<file path="src/rtl/mult_seq_pkg.sv">
// Shared types and helpers for the sequential signed/unsigned multiplier.
package mult_seq_pkg;

  typedef enum logic [1:0] {
    IDLE,
    CALC,
    DONE
  } state_t;

  function automatic int unsigned clog2(input int unsigned value);
    int unsigned r;
    r = 0;
    for (int unsigned v = value - 1; v > 0; v = v >> 1) r++;
    return r;
  endfunction

endpackage

</file>
<file path="src/rtl/mult_cond_neg.sv">
// Conditional two's-complement negation (wrap-around at W bits).
module mult_cond_neg #(
  parameter int unsigned W = 8
) (
  input  logic         neg_i,
  input  logic [W-1:0] in_i,
  output logic [W-1:0] out_o
);

  always_comb out_o = neg_i ? -in_i : in_i;

endmodule

</file>
<file path="src/rtl/mult_signed_seq.sv">
// Iterative shift-add multiplier, one multiplier bit per cycle, sign-magnitude datapath
// with per-operand signed/unsigned mode and valid/ready handshakes.
module mult_signed_seq
  import mult_seq_pkg::*;
#(
  parameter int unsigned WIDTH      = 8,
  parameter bit          EARLY_TERM = 1'b0
) (
  input  logic               clk,
  input  logic               rst_n,
  input  logic               in_valid,
  output logic               in_ready,
  input  logic [WIDTH-1:0]   a,
  input  logic [WIDTH-1:0]   b,
  input  logic               a_signed,
  input  logic               b_signed,
  output logic               out_valid,
  input  logic               out_ready,
  output logic [2*WIDTH-1:0] product,
  output logic               busy
);

  localparam int unsigned CW = clog2(WIDTH) + 1;
  localparam int unsigned PW = 2 * WIDTH;

  state_t            state_q;
  logic [WIDTH-1:0]  a_mag_q, b_mag_q;
  logic              neg_q;
  logic [PW-1:0]     acc_q, product_q;
  logic [CW-1:0]     cnt_q;
  logic              in_ready_q, out_valid_q, busy_q;

  logic              a_neg, b_neg, last_iter;
  logic [WIDTH-1:0]  a_abs, b_abs, b_shift;
  logic [PW-1:0]     addend, acc_d, prod_signed;

  assign a_neg = a_signed & a[WIDTH-1];
  assign b_neg = b_signed & b[WIDTH-1];

  mult_cond_neg #(.W(WIDTH)) u_abs_a (.neg_i(a_neg), .in_i(a), .out_o(a_abs));
  mult_cond_neg #(.W(WIDTH)) u_abs_b (.neg_i(b_neg), .in_i(b), .out_o(b_abs));

  // Multiplicand stays put; its weight comes from shifting by the iteration count.
  always_comb begin
    addend    = b_mag_q[0] ? ({{WIDTH{1'b0}}, a_mag_q} << cnt_q) : '0;
    acc_d     = acc_q + addend;
    b_shift   = b_mag_q >> 1;
    last_iter = (cnt_q == CW'(WIDTH - 1)) || (EARLY_TERM && (b_shift == '0));
  end

  mult_cond_neg #(.W(PW)) u_neg_p (.neg_i(neg_q), .in_i(acc_d), .out_o(prod_signed));

  always_ff @(posedge clk or negedge rst_n) begin
    if (!rst_n) begin
      state_q     <= IDLE;
      a_mag_q     <= '0;
      b_mag_q     <= '0;
      neg_q       <= 1'b0;
      acc_q       <= '0;
      cnt_q       <= '0;
      product_q   <= '0;
      in_ready_q  <= 1'b1;
      out_valid_q <= 1'b0;
      busy_q      <= 1'b0;
    end else begin
      case (state_q)
        IDLE: begin
          if (in_valid && in_ready_q) begin
            a_mag_q    <= a_abs;
            b_mag_q    <= b_abs;
            neg_q      <= a_neg ^ b_neg;
            acc_q      <= '0;
            cnt_q      <= '0;
            state_q    <= CALC;
            in_ready_q <= 1'b0;
            busy_q     <= 1'b1;
          end
        end
        CALC: begin
          acc_q   <= acc_d;
          b_mag_q <= b_shift;
          cnt_q   <= cnt_q + CW'(1);
          if (last_iter) begin
            product_q   <= prod_signed;
            state_q     <= DONE;
            out_valid_q <= 1'b1;
          end
        end
        DONE: begin
          // product_q is deliberately left untouched on release.
          if (out_ready) begin
            state_q     <= IDLE;
            out_valid_q <= 1'b0;
            busy_q      <= 1'b0;
            in_ready_q  <= 1'b1;
          end
        end
        default: state_q <= IDLE;
      endcase
    end
  end

  assign in_ready  = in_ready_q;
  assign out_valid = out_valid_q;
  assign busy      = busy_q;
  assign product   = product_q;

endmodule

</file>
<file path="config.mk">
export PLATFORM = sky130hd
export DESIGN_NAME = mult_signed_seq
export DESIGN_NICKNAME = d
export VERILOG_FILES = /design/src/rtl/mult_seq_pkg.sv /design/src/rtl/mult_cond_neg.sv /design/src/rtl/mult_signed_seq.sv
export SDC_FILE = /design/constraint.sdc
export NUM_CORES = 1
export LEC_CHECK = 0
export BUFFER_PORTS_ARGS = -buffer_cell sky130_fd_sc_hd__buf_2
export CELL_PAD_IN_SITES_DETAIL_PLACEMENT = 1
export CELL_PAD_IN_SITES_GLOBAL_PLACEMENT = 1
export CORE_ASPECT_RATIO = 0.8
export CORE_UTILIZATION = 46
export DETAILED_ROUTE_END_ITERATION = 7
export PLACE_DENSITY_LB_ADDON = 0.08
export SLEW_MARGIN = 20
export SYNTH_ARGS = -nofsm -noshare
export SYNTH_HDL_FRONTEND = slang
export SYNTH_HIERARCHICAL = 1
export SYNTH_SLANG_ARGS = --single-unit
</file>
<file path="constraint.sdc">
create_clock -name clk -period 4.6 [get_ports clk]
set_input_delay 0 -clock clk [delete_from_list [all_inputs] [get_ports clk]]
set_output_delay 0 -clock clk [all_outputs]
set_load 0.005 [all_outputs]
</file>
==> results.sh <==
export IMPL_nNetsFinal=577
export IMPL_grt_pass1_wl_um=18600
export IMPL_status="finished clean"
export IMPL_cts_num_sinks=58
export IMPL_p_per_area_mw_per_mm2=688
export IMPL_syn_area_mm2=0.00429
export IMPL_critPathMaxFanout=17
export IMPL_tritoncts="done"
export IMPL_worst_slew_margin_rel_pct=30.6
export IMPL_dieArea_mm2=0.00972
export IMPL_place_gp_congestion=0.880
export IMPL_yosysWarnings=6
export IMPL_nFillCells=1075
export IMPL_synthSimpleGateAreaFrac_pct=22.1
export IMPL_worstSetupStartpointType="flop"
export IMPL_port_buffer_count=40
export IMPL_grt_overflow=0
export IMPL_fin_cells=655
export IMPL_clk_latency_ps=340
export IMPL_first_pass_iters=4
export IMPL_grt_max_degree=59
export IMPL_path_clk_slew_ps=60
export IMPL_cts_buffers=9
export IMPL_antenna_found_initial=0
export IMPL_synth_fp_nets=533
export IMPL_rsz0062_at_grt="no"
export IMPL_synth_ff_type="dfrtp_1"
export IMPL_synth_xor_area_share_pct=8.58
export IMPL_die_h_um=88.4
export IMPL_wire_per_inst_um=17.6
export IMPL_cts_htree_levels=3
export IMPL_synth_top_area_share_pct=33.3
export IMPL_via_count=3701
export IMPL_slew_viol_final=0
export IMPL_finalSetupTns_ps=0
export IMPL_fmax_mhz=232
export IMPL_crit_top_cell="o21ai_1"
export IMPL_hold_buffers=9
export IMPL_synth_largest_area_cell="dfrtp_1"
export IMPL_setup_violations=0
export IMPL_wl_um=11500
export IMPL_multi_input_area_mm2=0.00266
export IMPL_cap_violations=0
export IMPL_syn2layout_area_growth_pct=17.3
export IMPL_cts_resized=0
export IMPL_ir_worst_vdd_mv=0.316
export IMPL_critPathArrivalTime_ps=4520
export IMPL_finalHoldViolCount=0
export IMPL_ant_nets=0
export IMPL_critPathTopFamily="compound AO/OA/AOI/OAI gates"
export IMPL_dpl_worst_slack_ps=344
export IMPL_io_pin_count=41
export IMPL_post_place_cells=630
export IMPL_critPathMaxStageDelay_ps=770
export IMPL_synth_edf_count=0
export IMPL_ys_types=61
export IMPL_postCtsSetupBuffers=0
export IMPL_fin_hold_ws_ps=20.8
export IMPL_synth_top_family_by_area="simple AND/OR/NAND/NOR gates"
export IMPL_hold_path_class="in2reg"
export IMPL_leakage_nw=2.18
export IMPL_muxShareOfSynthArea_pct=8.20
export IMPL_layout_min_cycle_time_ps=4300
export IMPL_start_util_pct=47.5
export IMPL_yosysMostFrequentCell="nand2_1"
export IMPL_worst_path_buf_inv=0
export IMPL_fin_total_pwr_w=0.00346
export IMPL_synth_compound_area_share_pct=17.0
export IMPL_drive_gt1_share_pct=16.5
export IMPL_postSynth_asyncResetShare_pct=100
export IMPL_synth_area_leaders="dfrtp_1, nand2_1, xnor2_1, ha_1, mux2_1"
export IMPL_yosys_top_cells_count="nand2_1, dfrtp_1, xnor2_1"
export IMPL_worstSetupPathType="reg2reg"
export IMPL_setup_ws_ps=295
export IMPL_period_share_pct=93.6
export IMPL_die_w_um=110
export IMPL_clk_path_buf_depth=2
export IMPL_dpl_hpwl_um=8350
export IMPL_drc=0
export IMPL_syn_avg_cell_area_um2=8.74
export IMPL_crit_chain="mux2_1 > o21ai_1 > o21a_1 > nor2_1 > ha_1 > a21oi_1 > o21ai_1 > a31oi_1 > o21ai_1 > xor2_1 > nor4_4 > nand2_2 > o41ai_2 > xnor2_1 > mux2_1"
export IMPL_yosys_area_share_adder_pct=6.01
export IMPL_grt_usage_pct=25.4
export IMPL_synth_seq_cells=58
export IMPL_seq_area_frac_synth_pct=33.9
export IMPL_coreArea_mm2=0.00904
export IMPL_postSynthCellCount=491
export IMPL_tightest_slew_ps=1040
export IMPL_clock_skew_ps=6.90
export IMPL_vias_per_cell=5.65
export IMPL_area_sequential_mm2=0.00145
export IMPL_n_antenna_cell=0
export IMPL_std_cell_rows=31
export IMPL_drt_iter0_drc=162
export IMPL_root_buffer="clkbuf_16"
export IMPL_grt_pass1_vias=3687
export IMPL_end_kind="flop"
export IMPL_cp_required_ps=4810
export IMPL_cp_slowest_cell="dfrtp_1"
[cell usage in the layout, fill, tap and decap left out, types with 9 or more instances in the layout]
master,count
dfrtp_1,57
clkbuf_16,9
nand2_1,95
mux2_1,19
nand3_1,16
nor2_1,30
nand2b_1,11
ha_1,19
o21ai_0,10
buf_4,10
dlygate4sd3_1,9
inv_1,15
buf_2,40
xnor2_1,36
a21oi_1,15
o21ai_1,22
a31oi_1,9
[layer usage]
metal	GRT usage, %	share of wire (%)	vias to the layer above
met5	0	0	-
met4	7.52	1.1	0
met3	4.93	2.5	11
met2	42.4	48	47
met1	33.3	48	1835
li1	-	-	1808
[through the flow]
step / area, µm² / utilization [%]
2_1_floorplan: 4290 / -
3_3_place_gp: 4590 / 50.8
3_5_place_dp: 4590 / 50.8
4_1_cts: 5030 / 55.7
5_1_grt: 5030 / 55.7
6_report: 5030 / 55.7
[tightest hold or removal path, stage by stage]
cell	delay, ps
buf_2	120
xnor2_1	80
nand2_1	60
a31oi_1	70
[sequential cells by signal, indices dropped and copies added (netlist names)]
signal     flops
a_mag_q        8
neg_q          1
state_q        2
in_ready       1
b_mag_q        8
product       16
cnt_q          4
acc_q         16
busy           1
out_valid      1
[worst paths after layout]
check,start,endpoint,slack (ps),cells past startpoint
worst max-delay path,cnt_q[0]$_DFFE_PN0P_,product[15]$_DFFE_PN0P_,300,15
worst min-delay path,b[6],b_mag_q[6]$_DFFE_PN0P_,20,4
worst max register to register,cnt_q[0]$_DFFE_PN0P_,product[15]$_DFFE_PN0P_,300,15
worst min register to register,busy$_DFFE_PN0P_,busy$_DFFE_PN0P_,480,2
max in group asynchronous,rst_n,cnt_q[1]$_DFFE_PN0P_,3740,3
min in group asynchronous,rst_n,product[13]$_DFFE_PN0P_,360,3
[power breakdown]
part | internal (W) | switching [W]
registers | 0.000694 | 0.000158
logic | 0.000733 | 0.00108
clock network | 0.000533 | 0.000259
[cells by family (layout without fill, tap and decap cells)]
logic type | after synthesis | count (layout)
buf+inv | 42 | 91
xor+xnor | 42 | 42
flops | 58 | 58
fa+ha+maj | 20 | 20
mux | 30 | 30
compound gates | 105 | 105
simple gates | 194 | 194
[cell type report]
cell class | instances | share of cell area (%)
Sequential cell | 58 | 28.9
Clock inverter | 7 | 2.49
Multi-Input combinational cell | 391 | 52.9
Inverter | 16 | 1.19
Timing Repair Buffer | 59 | 7.26
Tap cell | 115 | 2.86
Clock buffer | 9 | 4.48
No activity file was read; power rests on OpenSTA's default activity.
